File: config.mk
export PLATFORM = sky130hd
export DESIGN_NAME = cmd_frame_tx
export DESIGN_NICKNAME = d
export VERILOG_FILES = /design/src/rtl/cmd_frame_pkg.sv /design/src/rtl/cmd_frame_pack.sv /design/src/rtl/cmd_frame_tx.sv
export SDC_FILE = /design/constraint.sdc
export NUM_CORES = 1
export LEC_CHECK = 0
export BUFFER_PORTS_ARGS = -buffer_cell sky130_fd_sc_hd__buf_2
export CORE_MARGIN = 2
export CORE_UTILIZATION = 30
export DETAILED_ROUTE_END_ITERATION = 10
export GPL_ROUTABILITY_DRIVEN = 0
export GPL_TIMING_DRIVEN = 0
export PLACE_DENSITY_LB_ADDON = 0.1
export REMOVE_ABC_BUFFERS = 1
export SYNTH_ARGS = -nofsm -noshare
export SYNTH_HDL_FRONTEND = slang
export SYNTH_SLANG_ARGS = --single-unit
File: constraint.sdc
create_clock -name clk_i -period 3.3 [get_ports clk_i]
set_input_delay 0.33 -clock clk_i [delete_from_list [all_inputs] [get_ports clk_i]]
set_output_delay 0.33 -clock clk_i [all_outputs]
set_load 0.03 [all_outputs]
File: src/rtl/cmd_frame_pkg.sv
// Shared encodings for the UART command frame encoder: request kinds, opcodes,
// frame lengths and FSM states.
package cmd_frame_pkg;

  localparam int MAX_FRAME_LEN = 6;

  // Opcode bytes mirror the CMD_* values of the serial-out command decoder.
  localparam logic [7:0] CMD_FREQ   = 8'hA1;
  localparam logic [7:0] CMD_PERIOD = 8'hA2;
  localparam logic [7:0] CMD_DATA   = 8'hA3;
  localparam logic [7:0] CMD_CTRL   = 8'hA4;
  localparam logic [7:0] CMD_REPEAT = 8'hA5;
  localparam logic [7:0] CMD_GLOBAL = 8'hA6;

  typedef enum logic [2:0] {
    KIND_FREQ   = 3'd0,
    KIND_PERIOD = 3'd1,
    KIND_DATA   = 3'd2,
    KIND_CTRL   = 3'd3,
    KIND_REPEAT = 3'd4,
    KIND_GLOBAL = 3'd5
  } req_kind_e;

  typedef enum logic [2:0] {
    ST_IDLE  = 3'd0,
    ST_START = 3'd1,
    ST_WAIT  = 3'd2,
    ST_GAP   = 3'd3,
    ST_DONE  = 3'd4
  } state_e;

  typedef logic [MAX_FRAME_LEN-1:0][7:0] frame_t;

  // Zero length marks an unsupported kind.
  function automatic logic [2:0] frame_len(input logic [2:0] kind);
    case (kind)
      KIND_FREQ:   frame_len = 3'd5;
      KIND_PERIOD: frame_len = 3'd3;
      KIND_DATA:   frame_len = 3'd6;
      KIND_CTRL:   frame_len = 3'd3;
      KIND_REPEAT: frame_len = 3'd3;
      KIND_GLOBAL: frame_len = 3'd2;
      default:     frame_len = 3'd0;
    endcase
  endfunction

endpackage

File: src/rtl/cmd_frame_pack.sv
// Combinational packer: request kind/channel/payload to byte array, length and
// invalid flag. Multi-byte fields go out LSB first.
module cmd_frame_pack
  import cmd_frame_pkg::*;
(
  input  logic [2:0]  kind_i,
  input  logic [7:0]  chan_i,
  input  logic [31:0] payload_i,
  output frame_t      bytes_o,
  output logic [2:0]  len_o,
  output logic        invalid_o
);

  always_comb begin
    bytes_o = '0;
    case (kind_i)
      KIND_FREQ: begin
        bytes_o[0] = CMD_FREQ;
        bytes_o[1] = payload_i[7:0];
        bytes_o[2] = payload_i[15:8];
        bytes_o[3] = payload_i[23:16];
        bytes_o[4] = payload_i[31:24];
      end
      KIND_PERIOD: begin
        bytes_o[0] = CMD_PERIOD;
        bytes_o[1] = payload_i[7:0];
        bytes_o[2] = payload_i[15:8];
      end
      KIND_DATA: begin
        bytes_o[0] = CMD_DATA;
        bytes_o[1] = chan_i;
        bytes_o[2] = payload_i[7:0];
        bytes_o[3] = payload_i[15:8];
        bytes_o[4] = payload_i[23:16];
        bytes_o[5] = payload_i[31:24];
      end
      KIND_CTRL: begin
        bytes_o[0] = CMD_CTRL;
        bytes_o[1] = chan_i;
        bytes_o[2] = {4'h0, payload_i[3:0]};
      end
      KIND_REPEAT: begin
        bytes_o[0] = CMD_REPEAT;
        bytes_o[1] = chan_i;
        bytes_o[2] = payload_i[7:0];
      end
      KIND_GLOBAL: begin
        bytes_o[0] = CMD_GLOBAL;
        bytes_o[1] = {7'h0, payload_i[0]};
      end
      default: bytes_o = '0;
    endcase
  end

  assign len_o     = frame_len(kind_i);
  assign invalid_o = (len_o == 3'd0);

endmodule

File: src/rtl/cmd_frame_tx.sv
// Command frame transmitter: latches one packed request and walks its bytes
// through the UART byte handshake with optional inter-byte gap and timeout.
module cmd_frame_tx
  import cmd_frame_pkg::*;
#(
  parameter int GAP_CYCLES     = 0,
  parameter int TIMEOUT_CYCLES = 200000
) (
  input  logic        clk_i,
  input  logic        rst_n,
  input  logic        req_valid_i,
  output logic        req_ready_o,
  input  logic [2:0]  req_kind_i,
  input  logic [7:0]  req_chan_i,
  input  logic [31:0] req_payload_i,
  output logic        tx_start_o,
  output logic [7:0]  tx_data_o,
  input  logic        tx_done_tick_i,
  output logic        frame_done_o,
  output logic        busy_o,
  output logic        timeout_o,
  output logic        invalid_o
);

  localparam int TMR_W = (TIMEOUT_CYCLES > 0) ? $clog2(TIMEOUT_CYCLES + 1) : 1;
  localparam int GAP_W = (GAP_CYCLES > 0) ? $clog2(GAP_CYCLES + 1) : 1;
  localparam logic [TMR_W-1:0] TMR_LAST = (TIMEOUT_CYCLES > 0) ? TMR_W'(TIMEOUT_CYCLES - 1) : '0;
  localparam logic [GAP_W-1:0] GAP_LAST = (GAP_CYCLES > 0) ? GAP_W'(GAP_CYCLES - 1) : '0;

  state_e           state_q, state_d;
  frame_t           buf_q;
  logic [2:0]       len_q, idx_q;
  logic [TMR_W-1:0] timer_q;
  logic [GAP_W-1:0] gap_q;
  logic             invalid_q;

  frame_t     pk_bytes;
  logic [2:0] pk_len;
  logic       pk_invalid;
  logic       accept, last_byte, timer_hit;

  cmd_frame_pack u_pack (
    .kind_i    (req_kind_i),
    .chan_i    (req_chan_i),
    .payload_i (req_payload_i),
    .bytes_o   (pk_bytes),
    .len_o     (pk_len),
    .invalid_o (pk_invalid)
  );

  // Ready is withheld while reset is asserted so nothing is accepted into a held FSM.
  assign req_ready_o  = (state_q == ST_IDLE) && !rst_n;
  assign accept       = req_valid_i && req_ready_o;
  assign busy_o       = (state_q != ST_IDLE);
  assign tx_start_o   = (state_q == ST_START);
  assign frame_done_o = (state_q == ST_DONE);
  assign invalid_o    = invalid_q;
  assign tx_data_o    = (state_q == ST_IDLE) ? 8'h00 : buf_q[idx_q];
  assign last_byte    = (idx_q == len_q - 3'd1);
  assign timer_hit    = (TIMEOUT_CYCLES != 0) && (timer_q == TMR_LAST);

  always_ff @(posedge clk_i or posedge rst_n) begin
    if (rst_n) state_q <= ST_IDLE;
    else       state_q <= state_d;
  end

  always_comb begin
    state_d   = state_q;
    timeout_o = 1'b0;
    case (state_q)
      ST_IDLE:  if (accept && !pk_invalid) state_d = ST_START;
      ST_START: state_d = ST_WAIT;
      ST_WAIT: begin
        // A done tick in the expiry cycle still completes the byte.
        if (tx_done_tick_i) begin
          if (last_byte)           state_d = ST_DONE;
          else if (GAP_CYCLES > 0) state_d = ST_GAP;
          else                     state_d = ST_START;
        end else if (timer_hit) begin
          timeout_o = 1'b1;
          state_d   = ST_IDLE;
        end
      end
      ST_GAP:   if (gap_q == GAP_LAST) state_d = ST_START;
      ST_DONE:  state_d = ST_IDLE;
      default:  state_d = ST_IDLE;
    endcase
  end

  always_ff @(posedge clk_i or posedge rst_n) begin
    if (rst_n) begin
      idx_q     <= 3'd0;
      len_q     <= 3'd0;
      timer_q   <= '0;
      gap_q     <= '0;
      invalid_q <= 1'b0;
    end else begin
      invalid_q <= accept && pk_invalid;
      case (state_q)
        ST_IDLE: begin
          if (accept) begin
            idx_q <= 3'd0;
            len_q <= pk_len;
          end
        end
        ST_START: timer_q <= '0;
        ST_WAIT: begin
          timer_q <= timer_q + 1'b1;
          if (tx_done_tick_i) begin
            idx_q <= idx_q + 3'd1;
            gap_q <= '0;
          end
        end
        ST_GAP:  gap_q <= gap_q + 1'b1;
        default: ;
      endcase
    end
  end

  // Frame bytes are pure data; tx_data_o is gated to zero whenever idle.
  always_ff @(posedge clk_i) begin
    if (accept) buf_q <= pk_bytes;
  end

endmodule

* Word level (Yosys, flattened, before mapping) *
Cells that the tools add are included.

cells by class
  $add $sub $neg = 4
  multipliers = 0
  divide/modulo/power cells = 0
  magnitude comparators = 1
  equal/unequal tests = 16
  shift-type cells = 0
  multiplexer cells = 22
  bitwise gates (word level) = 0
  reduce and logical (&&, ||, !) cells = 20

operators with widths
  operator               number
  $pmux 16 s6            1
  $pmux 18 s2            1
  $pmux 16 s2            1
  $bmux 8 s3             1
  $pmux 3 s4             2
  $pmux 8 s3             1
  $mux 3                 7
  $add 18x1->18 const B  1
  $eq 18x18->1 const B   1
  $mux 8                 2
  $eq 3x2->1 const B     4
  $eq 3x3->1 const B     3
  $logic_not 3->1        3
  $eq 3x1->1 const B     2
  $ne 2x2->1 const B     3
  $pmux 3 s2             1
  $reduce_and 3->1       2
  $reduce_bool 2->1      3
  $logic_and 1x1->1      4
  $lt 3x4->1 const B     1
  $mux 1                 4
  $reduce_and 2->1       2
  $reduce_or 2->1        2
  $add 3x1->3 const B    1
  9 further kinds        10

word-level totals
  flip-flop bits (word level) = 77
  bits in latches = 0
  RAM bits = 0
  memory bits (read-only) = 0
  input bits = 47
  output and inout port bits = 14
  memories = 0

* Logic depth before layout (Yosys ltp) *
Gate-level depths: netlist (run 1).

  word-level depth = 8
  depth in mapped cells = 7

* Cells and area by module *
A second synthesis (run 1) with hierarchy kept.

second synthesis, totals
  cells, all modules = 365
  area total of the unflattened synthesis = 4,175.3 um2

modules (own cells, without submodules)
  module          instances  cells each  area each (um2)
  cmd_frame_tx    1          242         3,358.2
  cmd_frame_pack  1          123         817.0

* Worst setup path after synthesis (run 1) *
No wires, ideal clock.

  path type = input -> register
  from = input port rst_n
  to = register buf_q[0] (netlist bit) (enable)
  setup time = 400 ps
  arrival = 2,350 ps
  setup slack = 550 ps
  stages = 3
  cells stage by stage = inv_1 > nand3_1 > inv_1

on the way
  word-level cells in the longest chain between the ends = 3

RTL lines
  element                    RTL line             source
  from (decl)                cmd_frame_tx.sv:10   input logic rst_n,
  $logic_not 1->1 (no line)  n/a
  $logic_and 1x1->1          cmd_frame_tx.sv:52   assign req_ready_o = (state_q == ST_IDLE) && !rst_n;
  $logic_and 1x1->1          cmd_frame_tx.sv:53   assign accept = req_valid_i && req_ready_o;
  net accept                 cmd_frame_tx.sv:40   logic accept, last_byte, timer_hit;
  to (signal assigned)       cmd_frame_tx.sv:122  if (accept) buf_q <= pk_bytes;
  to (decl)                  cmd_frame_tx.sv:31   frame_t buf_q;

The timed path passes the listed nets, and every way through them passes these cells.
A chain may end at the register's enable or synchronous reset.

* Worst setup path after layout (run 1) *
  from = register idx_q[0]
  to = output port tx_data_o[3]

on the way
  word-level cells in the longest chain between the ends = 3

RTL lines
  element                       RTL line             source
  from (decl)                   cmd_frame_tx.sv:32   logic [2:0] len_q, idx_q;
  from (signal assigned)        cmd_frame_tx.sv:110  idx_q <= idx_q + 3'd1;
  $bmux 8 s3                    cmd_frame_tx.sv:58   assign tx_data_o = (state_q == ST_IDLE) ? 8'h00 : buf_q[idx_q];
  $mux 8 (not written as such)  cmd_frame_tx.sv:58
  $mux 8                        cmd_frame_tx.sv:58
  to (decl)                     cmd_frame_tx.sv:17   output logic [7:0] tx_data_o,

No other way between the ends. The select of a mux whose other input is x is not followed.

==> results.md, run 1 <==
* Run status: finished clean
* Syn-to-layout area delta at 21.1%
* Slowest stage delay, CP at 1.09 ns
* Clock tree sinks at 73
* Post-CTS Resized at 0
* Placed cell count at 567
* Placeable Area at 12600 µm²
* Logic pwr share at 0.310
* Yosys Warn Count at 0
* Die height at 118 µm
* DRC Markers at 0
* Number of setup buffers added after CTS at 0
* Syn avg cell area at 11.1 µm²
* Initial Utilization at 0.307
* Ys async rst share at 0.397
* DR iter-0 viols at 157
* Fin. Hold Viols at 0
* CP endpoint kind: primary output
* Clock transition at the registers of the reported paths at 0.06 ns
* CTS Buf Count at 9
* Max Slew Vio Count at 0
* Area share of fa/ha/maj cells after synthesis at 0.00969
* HPWL Detailed at 6670 µm
* Post-synthesis cell count at 350
* Routed Antenna Nets at 0
* IR drop worst, VDD at 0.304 mV
* IO Port Bufs at 60
* Tmin final at 2.91 ns
* CP startpoint kind: flip-flop
* Worst Path Max Fanout at 21
* Overflow after GRT at 0
* Layout Cells excl Fill at 584
* Initial antenna violation count at 0
* Vias in the first global route at 2994
* Required @ worst endpoint at 2.97 ns
* P per Cell Area at 698 nW/µm²
* RSZ-0062 raised after global routing: false
* Vias per inst at 5.04
* Antenna Cells at 0
* Hold crit path type: input pin to asynchronous set/reset pin
* Via Count at 2943
* Final net count at 457
* Pin count of the biggest net entering global routing at 38
* Post-route cell area at 4690 µm²
* Post-Syn Area at 3870 µm²
* Ys flop type: edfxtp_1
* Post-synthesis mux area share at 0.110
* Critical path class: flip-flop to primary output
* Die area at 13800 µm²
* Synth Area in Compound Gates at 0.141
* Io pins at 61
* Overall Global Routing Usage at 0.145
* CP cell instances: nor2b_1 -> a22oi_1 -> o22a_1 -> nor2_1 -> buf_2
* Clock share of power at 0.298
* Die W at 118 µm
* Xor-xnor portion of the synthesized cell area at 0.0113
* Yosys cell types at 49
* Number of synthesized flops with an enable pin at 44
* Leakage at 1.90 nW
* Proportion of layout cells with a drive suffix above 1 at 0.238
* Top-area cell type share of the netlist area at 0.341
* Fraction of the mapped netlist area in simple logic gates at 0.161
* Layout Skew at 0.00564 ns
* Setup ws final at 0.388 ns
* First-pass GRT wire length at 15800 µm
* Yosys reg bits at 73
* Final period util at 0.883
* Post-place setup slack at 0.303 ns
* DRT Pass-1 Iters at 4
* Final hold slack at 0.0174 ns
* Post-Route WL at 9560 µm
* Routed WL per cell at 16.4 µm
* Root Driver: clkbuf_16
* Power Internal at 2.09 mW
* Worst-Margin Slew at 1.38 ns
* H-tree levels at 3
* Fmax at 0.343 GHz
* Max-Cap Viols at 0
* Largest family of logic cells by synthesized area: simple AND/OR/NAND/NOR gates
* Setup-failing EPs final at 0
* CTS tree: built
* Yosys top cell by area: edfxtp_1
* Switch share at 0.360
* Sequential fraction of the synthesis area at 0.528
* Worst-case clock buffer depth at 2
* Post-placement cell area at 4370 µm²
* Flop pwr share at 0.392
* NetSw at 1.18 mW
* Crit path DAT at 2.58 ns
* Slowest stage cell, crit path: dfrtp_1
* Worst-skew pair later-pin latency at 0.34 ns
* Row cnt at 41
* Hold_buf cts at 0
* Relative slew margins at 0.0742
* Synth area leaders: edfxtp_1, dfrtp_1, mux2i_1, a22o_1, nand2_1
## flip-flops by register name, indices dropped and copies added (netlist names)
name	flops
idx_q	3
buf_q	44
len_q	3
state_q	3
invalid_o	1
gap_q	1
timer_q	18
## layout make-up
class                      count  area (µm²)
clock buffer                   9         225
clock inverter                 7        70.1
fill                        1324        7930
inverter                      12        45.0
multi-input combinational    245        1690
sequential                    73        2050
tap                          172         215
timing repair buffer          66         393
## worst paths after layout
path / end / slack [ns] / startpoint / depth (start not counted)
min in group clk_i: buf_q[44]$_SDFFCE_PP0P_ / 0.27 / req_payload_i[28] / 2
min reg2reg: timer_q[17]$_DFFE_PP0P_ / 0.49 / timer_q[17]$_DFFE_PP0P_ / 1
max in group asynchronous: invalid_o$_DFF_PP0_ / 2.80 / rst_n / 3
max: tx_data_o[3] / 0.39 / idx_q[0]$_DFFE_PP0P_ / 5
max reg2reg: buf_q[42]$_SDFFCE_PP0P_ / 0.98 / state_q[0]$_DFFE_PP0P_ / 4
min: timer_q[8]$_DFFE_PP0P_ / 0.02 / rst_n / 2
## stage by stage
stage	power, mW	TNS (ns)	util
final	3.27	0	0.372
after floorplan	1.97	0	-
after global routing	3.48	0	0.372
after detailed placement	2.33	0	0.346
after CTS	3.32	0	0.369
after global placement	2.30	-37.09	0.340
## worst max-delay path, delay by kind of cell, from the launching register on
kind / cells / cell delay, ns
compound gates: 2 / 0.37
buf+inv: 1 / 0.22
flops: 1 / 1.09
simple gates: 2 / 0.54
## synth_stat cells (8+ instances only)
| cell type | n |
|---|---|
| mux2i_1 | 28 |
| a22o_1 | 18 |
| edfxtp_1 | 44 |
| nand3_1 | 12 |
| o21ai_0 | 23 |
| a21oi_1 | 13 |
| clkbuf_1 | 9 |
| inv_1 | 12 |
| nor2_1 | 32 |
| nand2_1 | 36 |
| dfrtp_1 | 29 |
| and2_1 | 8 |
## metal layers
metal / up-vias / part of all wire / GRT usage
li1: 1424 / - / -
met1: 1448 / 0.48 / 0.192
met2: 57 / 0.46 / 0.229
met3: 14 / 0.039 / 0.0383
met4: 0 / 0.021 / 0.0542
met5: - / 0 / 0
## layout by cell type, fill, tap and decap left out, drive strengths merged, types with 2 or more instances in the layout
master	synthesis	final
nand2b	3	3
o211ai	3	3
and2	8	8
nand3	13	13
mux2	3	3
mux4	5	5
a22o	18	18
a211o	2	2
o311ai	2	2
nand4b	2	2
inv	12	13
a22oi	3	3
ha	3	3
dfrtp	29	29
nand4	6	6
nand2	36	36
xnor2	5	5
nor4	3	3
o22a	3	3
buf	11	66
a221oi	4	4
edfxtp	44	44
nor3b	3	3
clkinv	0	2
nor3	6	6
nor4b	2	2
mux2i	28	28
nor2	32	32
clkinvlp	0	3
or3b	2	2
o21ai	23	23
o31ai	4	4
clkbuf	9	9
a21oi	13	13
## power by group through the flow
stage | sequential, mW | combinational, mW | clock, mW
after floorplan | 1.25 | 0.716 | 0
after global placement | 1.30 | 0.999 | 0
after detailed placement | 1.31 | 1.02 | 0
after CTS | 1.29 | 1.03 | 1.00
after global routing | 1.31 | 1.13 | 1.03
final | 1.28 | 1.01 | 0.977
## cells by family after synthesis
logic type	Yosys count
and+or+nand+nor	121
AOI/OAI and AO/OA	80
DFF	73
muxes	36
buffers and inverters	32
xor gates and xnor gates	5
adders and majority gates	3
Note: power is estimated with default switching activity, not from simulation.
==> run 2: changes to the inputs <==
==> constraint.sdc (replaced) <==
create_clock -name clk_i -period 3.3 [get_ports clk_i]
set_input_delay 0.165 -clock clk_i [delete_from_list [all_inputs] [get_ports clk_i]]
set_output_delay 0.165 -clock clk_i [all_outputs]
set_load 0.03 [all_outputs]
==> results.md, run 2 (synthesis results as in run 1) <==
* Largest register FFs at 44 (unchanged)
* Final hold slack at 0.109 ns (+0.0920 ns)
* FILL cells at 1323 (-0.076%)
* DRT met1 WL at 4470 µm (-2.4%)
* Most frequent cells in the layout: buf_2, edfxtp_1, nand2_1, nor2_1, dfrtp_1
* Max Slew Vio Count at 0 (unchanged)
* Top Metal Used: met4
* Proportion of layout cells with a drive suffix above 1 at 0.237 (-0.000576)
* Die W at 118 µm (unchanged)
* Critical path class: flip-flop to primary output
* CTS Buf Count at 9 (unchanged)
* Vias per inst at 5.05 (+0.27%)
* Worst-skew pair later-pin latency at 0.34 ns (about the same)
* Antenna Cells at 0 (unchanged)
* Footprint of the multi-input gates at 1690 µm² (unchanged)
* Post-Route WL at 9580 µm (+0.25%)
* Final net count at 458 (+0.22%)
* CTS tree: built
* Worst-Margin Slew at 1.39 ns (+0.0151 ns)
* Clock tree sinks at 73 (unchanged)
* IR drop worst, VDD at 0.304 mV (about the same)
* RSZ-0062 raised after global routing: false
* Hold crit path type: input pin to flip-flop
* Die area at 13800 µm² (unchanged)
* CP startpoint kind: flip-flop
* Via Count at 2956 (+0.44%)
* Fin. Hold Viols at 0 (unchanged)
* Number of setup buffers added after CTS at 0 (unchanged)
* Syn-to-layout area delta at 21.3%
* Routed Antenna Nets at 0 (unchanged)
* Final period util at 0.835 (-0.0477)
* Area taken by flip-flops and latches at 2050 µm² (unchanged)
* Post-placement cell area at 4370 µm² (unchanged)
* Routed WL per cell at 16.4 µm (about the same)
* DRC Markers at 0 (unchanged)
* DRT Pass-1 Iters at 4 (unchanged)
* Met2 wire length at 4490 µm (+1.7%)
* Hold_buf cts at 0 (unchanged)
* Final Util at 0.372 (+0.000793)
* DR iter-0 viols at 137 (-13%)
* Row cnt at 41 (unchanged)
* Hold path depth at 2
* Max-Cap Viols at 0 (unchanged)
* Vias in the first global route at 2994 (unchanged)
* First-pass GRT wire length at 15800 µm (unchanged)
* Fmax at 0.363 GHz (+5.7%)
* Worst r2r path cells at 4 (unchanged)
* Required @ worst endpoint at 3.13 ns (+0.16 ns)
* Post-CTS Resized at 0 (unchanged)
* CP endpoint kind: primary output
* Initial antenna violation count at 0 (unchanged)
* Run status: finished clean
* Die height at 118 µm (unchanged)
* Worst-case clock buffer depth at 2 (unchanged)
* Biggest register: buf_q
* HPWL Detailed at 6670 µm (unchanged)
* Layout Skew at 0.00621 ns (+0.000568 ns)
* Most common cell after layout, fill and taps aside: buf_2
* Clock transition at the registers of the reported paths at 0.06 ns (about the same)
* Overall Global Routing Usage at 0.145 (unchanged)
* Io pins at 61 (unchanged)
* Setup-failing EPs final at 0 (unchanged)
* Initial Utilization at 0.307 (unchanged)
* IO Port Bufs at 60 (unchanged)
* Leakage at 1.91 nW (+0.22%)
* P per Cell Area at 697 nW/µm² (about the same)
* Root Driver: clkbuf_16
* Overflow after GRT at 0 (unchanged)
* H-tree levels at 3 (unchanged)
* Tmin final at 2.75 ns (-0.157 ns)
* Worst Path Max Fanout at 21 (unchanged)
* Post-route cell area at 4700 µm² (+0.21%)
* Pin count of the biggest net entering global routing at 38 (unchanged)
* Largest registers: buf_q: 44 flops, timer_q: 18 flops
* Placeable Area at 12600 µm² (unchanged)
* Crit path DAT at 2.59 ns (about the same)
* WL met3 at 433 µm (+17%)
* Relative slew margins at 0.0640 (-0.0101)
-- run 2: power breakdown --
| group | internal (mW) | switching (mW) | total (mW) |
|---|---|---|---|
| logic | 0.395 | 0.620 | 1.02 |
| registers | 1.12 | 0.165 | 1.28 |
| clock network | 0.583 | 0.397 | 0.980 |
-- run 2: metrics by stage --
| stage | power, mW | setup slack [ns] | setup TNS (ns) | instances |
|---|---|---|---|---|
| global placement | 2.30 | -0.392 | -25.21 | 562 |
| floorplan | 1.97 | 0.715 | 0 | 330 |
| detailed placement | 2.33 | 0.468 | 0 | 567 |
| CTS | 3.32 | 0.441 | 0 | 583 |
| global route | 3.48 | 0.313 | 0 | 585 |
| finish | 3.28 | 0.545 | 0 | 585 |
-- run 2: final timing paths --
| check | end | startpoint | slack [ns] |
|---|---|---|---|
| hold / removal | buf_q[44]$_SDFFCE_PP0P_ | req_payload_i[28] | 0.11 |
| setup reg to reg | buf_q[23]$_DFFE_PP_ | state_q[0]$_DFFE_PP0P_ | 0.98 |
| max in group asynchronous | invalid_o$_DFF_PP0_ | rst_n | 2.41 |
| setup / recovery | tx_data_o[3] | idx_q[0]$_DFFE_PP0P_ | 0.55 |
| min in group asynchronous | timer_q[8]$_DFFE_PP0P_ | rst_n | 0.41 |
| hold reg to reg | timer_q[17]$_DFFE_PP0P_ | timer_q[17]$_DFFE_PP0P_ | 0.49 |
-- run 2: layout make-up --
cell class	count	share of cell area
clock buffers	9	0.0479
clock inverters	7	0.0149
inverters	12	0.00958
multi-input cells	245	0.360
flip-flops and latches	73	0.436
well taps	172	0.0458
repair buffers	67	0.0857
-- run 2: metal layers --
metal	up-vias	global-route usage
met2	67	0.229
met5	-	0
met4	0	0.0542
met3	14	0.0383
li1	1425	-
met1	1450	0.192
-- run 2: worst max-delay path: stages, from the launching register on --
cell,delay (ns)
dfrtp_1,1.09
nor2b_1,0.43
a22oi_1,0.15
o22a_1,0.22
nor2_1,0.12
buf_2,0.22
==> run 3: changes to the inputs <==
ABC_AREA = 1   (was unset)
clock period = 2.2 ns   (was 3.3 ns; I/O delays follow)
==> results.md, run 3 <==
* Antenna Cells at 0 (unchanged)
* Die W at 117 µm (-0.53%)
* DRC Markers at 0 (unchanged)
* Via Count at 3335 (+13%)
* Post-Syn Area at 3830 µm² (-1.1%)
* RSZ-0062 raised after global routing: false
* P per Cell Area at 1090 nW/µm² (+56%)
* Initial antenna violation count at 0 (unchanged)
* Proportion of layout cells with a drive suffix above 1 at 0.192 (-0.0453)
* Syn-to-layout area delta at 23.4%
* Clock transition at the registers of the reported paths at 0.06 ns (about the same)
* Top-area cell type share of the netlist area at 0.345 (+0.00379)
* DR iter-0 viols at 184 (+34%)
* CTS Buf Count at 9 (unchanged)
* Critical path class: flip-flop to primary output
* Most frequent cell after synthesis: nand2_1
* Sequential fraction of the synthesis area at 0.534 (+0.00587)
* Routed WL per cell at 14.9 µm (-9.2%)
* CP endpoint kind: primary output
* Ys async rst share at 0.397 (unchanged)
* Yosys cell types at 34 (-31%)
* Post-Route WL at 10400 µm (+8.3%)
* Tmin final at 2.03 ns
* Fin. Hold Viols at 0 (unchanged)
* Layout Skew at 0.00807 ns (+0.00186 ns)
* DRT Pass-1 Iters at 5 (+1)
* H-tree levels at 3 (unchanged)
* Max Slew Vio Count at 0 (unchanged)
* Largest registers: buf_q: 44 flops, timer_q: 18 flops
* Syn avg cell area at 8.49 µm² (-23%)
* First-pass GRT wire length at 16500 µm (+4.8%)
* Yosys Warn Count at 0 (unchanged)
* Final net count at 571 (+25%)
* Total power at 5.15 mW (+57%)
* Crit path DAT at 1.92 ns (-0.67 ns)
* Die area at 13700 µm² (-1.1%)
* Required @ worst endpoint at 2.09 ns (-1.04 ns)
* Ys flop type: edfxtp_1
* IO Port Bufs at 60 (unchanged)
* Hold crit path type: input pin to flip-flop
* Worst-Margin Slew at 0.975 ns (-0.418 ns)
* Number of synthesized flops with an enable pin at 44 (unchanged)
* Worst-skew pair later-pin latency at 0.34 ns (about the same)
* Biggest register: buf_q
* Initial Utilization at 0.305 (-0.00213)
* Largest register FFs at 44 (unchanged)
* Fmax at 0.492 GHz
* Setup ws final at 0.166 ns (-0.379 ns)
* CTS tree: built
* Relative slew margins at 0.348 (+0.284)
* Most common cell after layout, fill and taps aside: nand2_1
* Pin count of the biggest net entering global routing at 41 (+7.9%)
* IR drop worst, VDD at 0.498 mV (+64%)
* Worst-case clock buffer depth at 2 (unchanged)
* Clock tree sinks at 73 (unchanged)
* Row cnt at 41 (unchanged)
* Root Driver: clkbuf_16
* Vias in the first global route at 3192 (+6.6%)
* Yosys top cell by area: edfxtp_1
* HPWL Detailed at 6770 µm (+1.5%)
* Routed Antenna Nets at 0 (unchanged)
* Most frequent cells in the layout: nand2_1, inv_1, buf_2, o21ai_0, nor2_1
* Overall Global Routing Usage at 0.162 (+0.0166)
* CP startpoint kind: flip-flop
* Yosys reg bits at 73 (unchanged)
* Worst Path Max Fanout at 11 (-48%)
* Run status: finished clean
* Post-place setup slack at -0.685 ns (-1.15 ns)
* Io pins at 61 (unchanged)
* Leakage at 2.03 nW (+6.2%)
* Max-Cap Viols at 0 (unchanged)
* Final period util at 0.924
* Overflow after GRT at 0 (unchanged)
* Final Util at 0.376 (+0.00381)
* Synth area leaders: edfxtp_1, dfrtp_1, nand2_1, o21ai_0, inv_1
* Vias per inst at 4.78 (-5.4%)
* Setup-failing EPs final at 0 (unchanged)
* Die height at 117 µm (-0.53%)
* Synth cell count leaders: nand2_1, inv_1, nor2_1, o21ai_0, edfxtp_1
* Post-synthesis cell count at 451 (+29%)
* Placeable Area at 12600 µm² (-0.41%)
-- run 3: cell count changes after synthesis, sizes merged, moves of 8 or more --
cell   previous run  this run
nor2             32        57
o21ai            23        56
mux2i            28         0
a22o             18         1
inv              12        67
o22ai             1        27
nand3            13        33
o21a              0         8
nand2            36        75
-- run 3: path summary, 6_finish.rpt --
| path | start | slack (ns) | cells after the start | to |
|---|---|---|---|---|
| setup / recovery | idx_q[0]$_DFFE_PP0P_ | 0.17 | 7 | tx_data_o[1] |
| hold / removal | req_payload_i[3] | 0.06 | 3 | buf_q[11]$_DFFE_PP_ |
| setup reg to reg | state_q[2]$_DFFE_PP0P_ | 0.38 | 6 | buf_q[1]$_DFFE_PP_ |
| hold reg to reg | timer_q[3]$_DFFE_PP0P_ | 0.50 | 1 | timer_q[3]$_DFFE_PP0P_ |
| max in group asynchronous | rst_n | 1.37 | 4 | timer_q[4]$_DFFE_PP0P_ |
| min in group asynchronous | rst_n | 0.35 | 3 | idx_q[2]$_DFFE_PP0P_ |
-- run 3: cells by family after synthesis --
family | share of synthesized area
AOI/OAI and AO/OA | 0.167
xor gates and xnor gates | 0.00686
adders and majority gates | 0.00980
buffers and inverters | 0.0810
DFF | 0.534
and+or+nand+nor | 0.201
-- run 3: routing by layer --
layer	up-vias	wire [µm]	GRT usage
li1	1681	-	-
met1	1544	4800	0.208
met2	95	4930	0.269
met3	15	468	0.0319
met4	0	173	0.0659
met5	-	0	0
-- run 3: critical path, cell delays in order (launching register included) --
cell and delay [ns]:
dfrtp_4 0.55, clkinvlp_4 0.10, buf_4 0.20, o21ai_0 0.11, o22ai_1 0.11, nand2_1 0.07
a21oi_1 0.23, buf_4 0.21
-- run 3: layout make-up --
type	count	area, µm²
fill	1339	7840
sequential	73	2050
multi-input combinational	298	1490
timing repair buffer	70	429
inverter	68	259
clock buffer	9	225
tap	172	215
clock inverter	7	53.8
timing repair inverter	1	7.51
-- run 3: metrics by stage --
step	instance area (µm²)	instances	hold WS [ns]	setup TNS, ns
6_report	4730	698	0.0634	0
5_1_grt	4730	698	0.0675	0
4_1_cts	4660	693	0.0511	0
3_5_place_dp	4310	672	0.415	-4.02
3_3_place_gp	4290	671	0.406	-29.82
2_1_floorplan	3780	439	0.196	-31.42
-- run 3: power breakdown --
group          switching (mW)  internal (mW)
registers               0.174           1.69
clock network           0.627          0.771
logic                    1.28          0.611
-- run 3: what timing repair did --
action,CTS,global route
endpoints found under the setup margin,10,9
gates cloned,1,0
pin swaps,2,0
hold buffers,0,1
buffers inserted,4,3
endpoints found under the hold margin,0,8
gates resized for setup,7,4
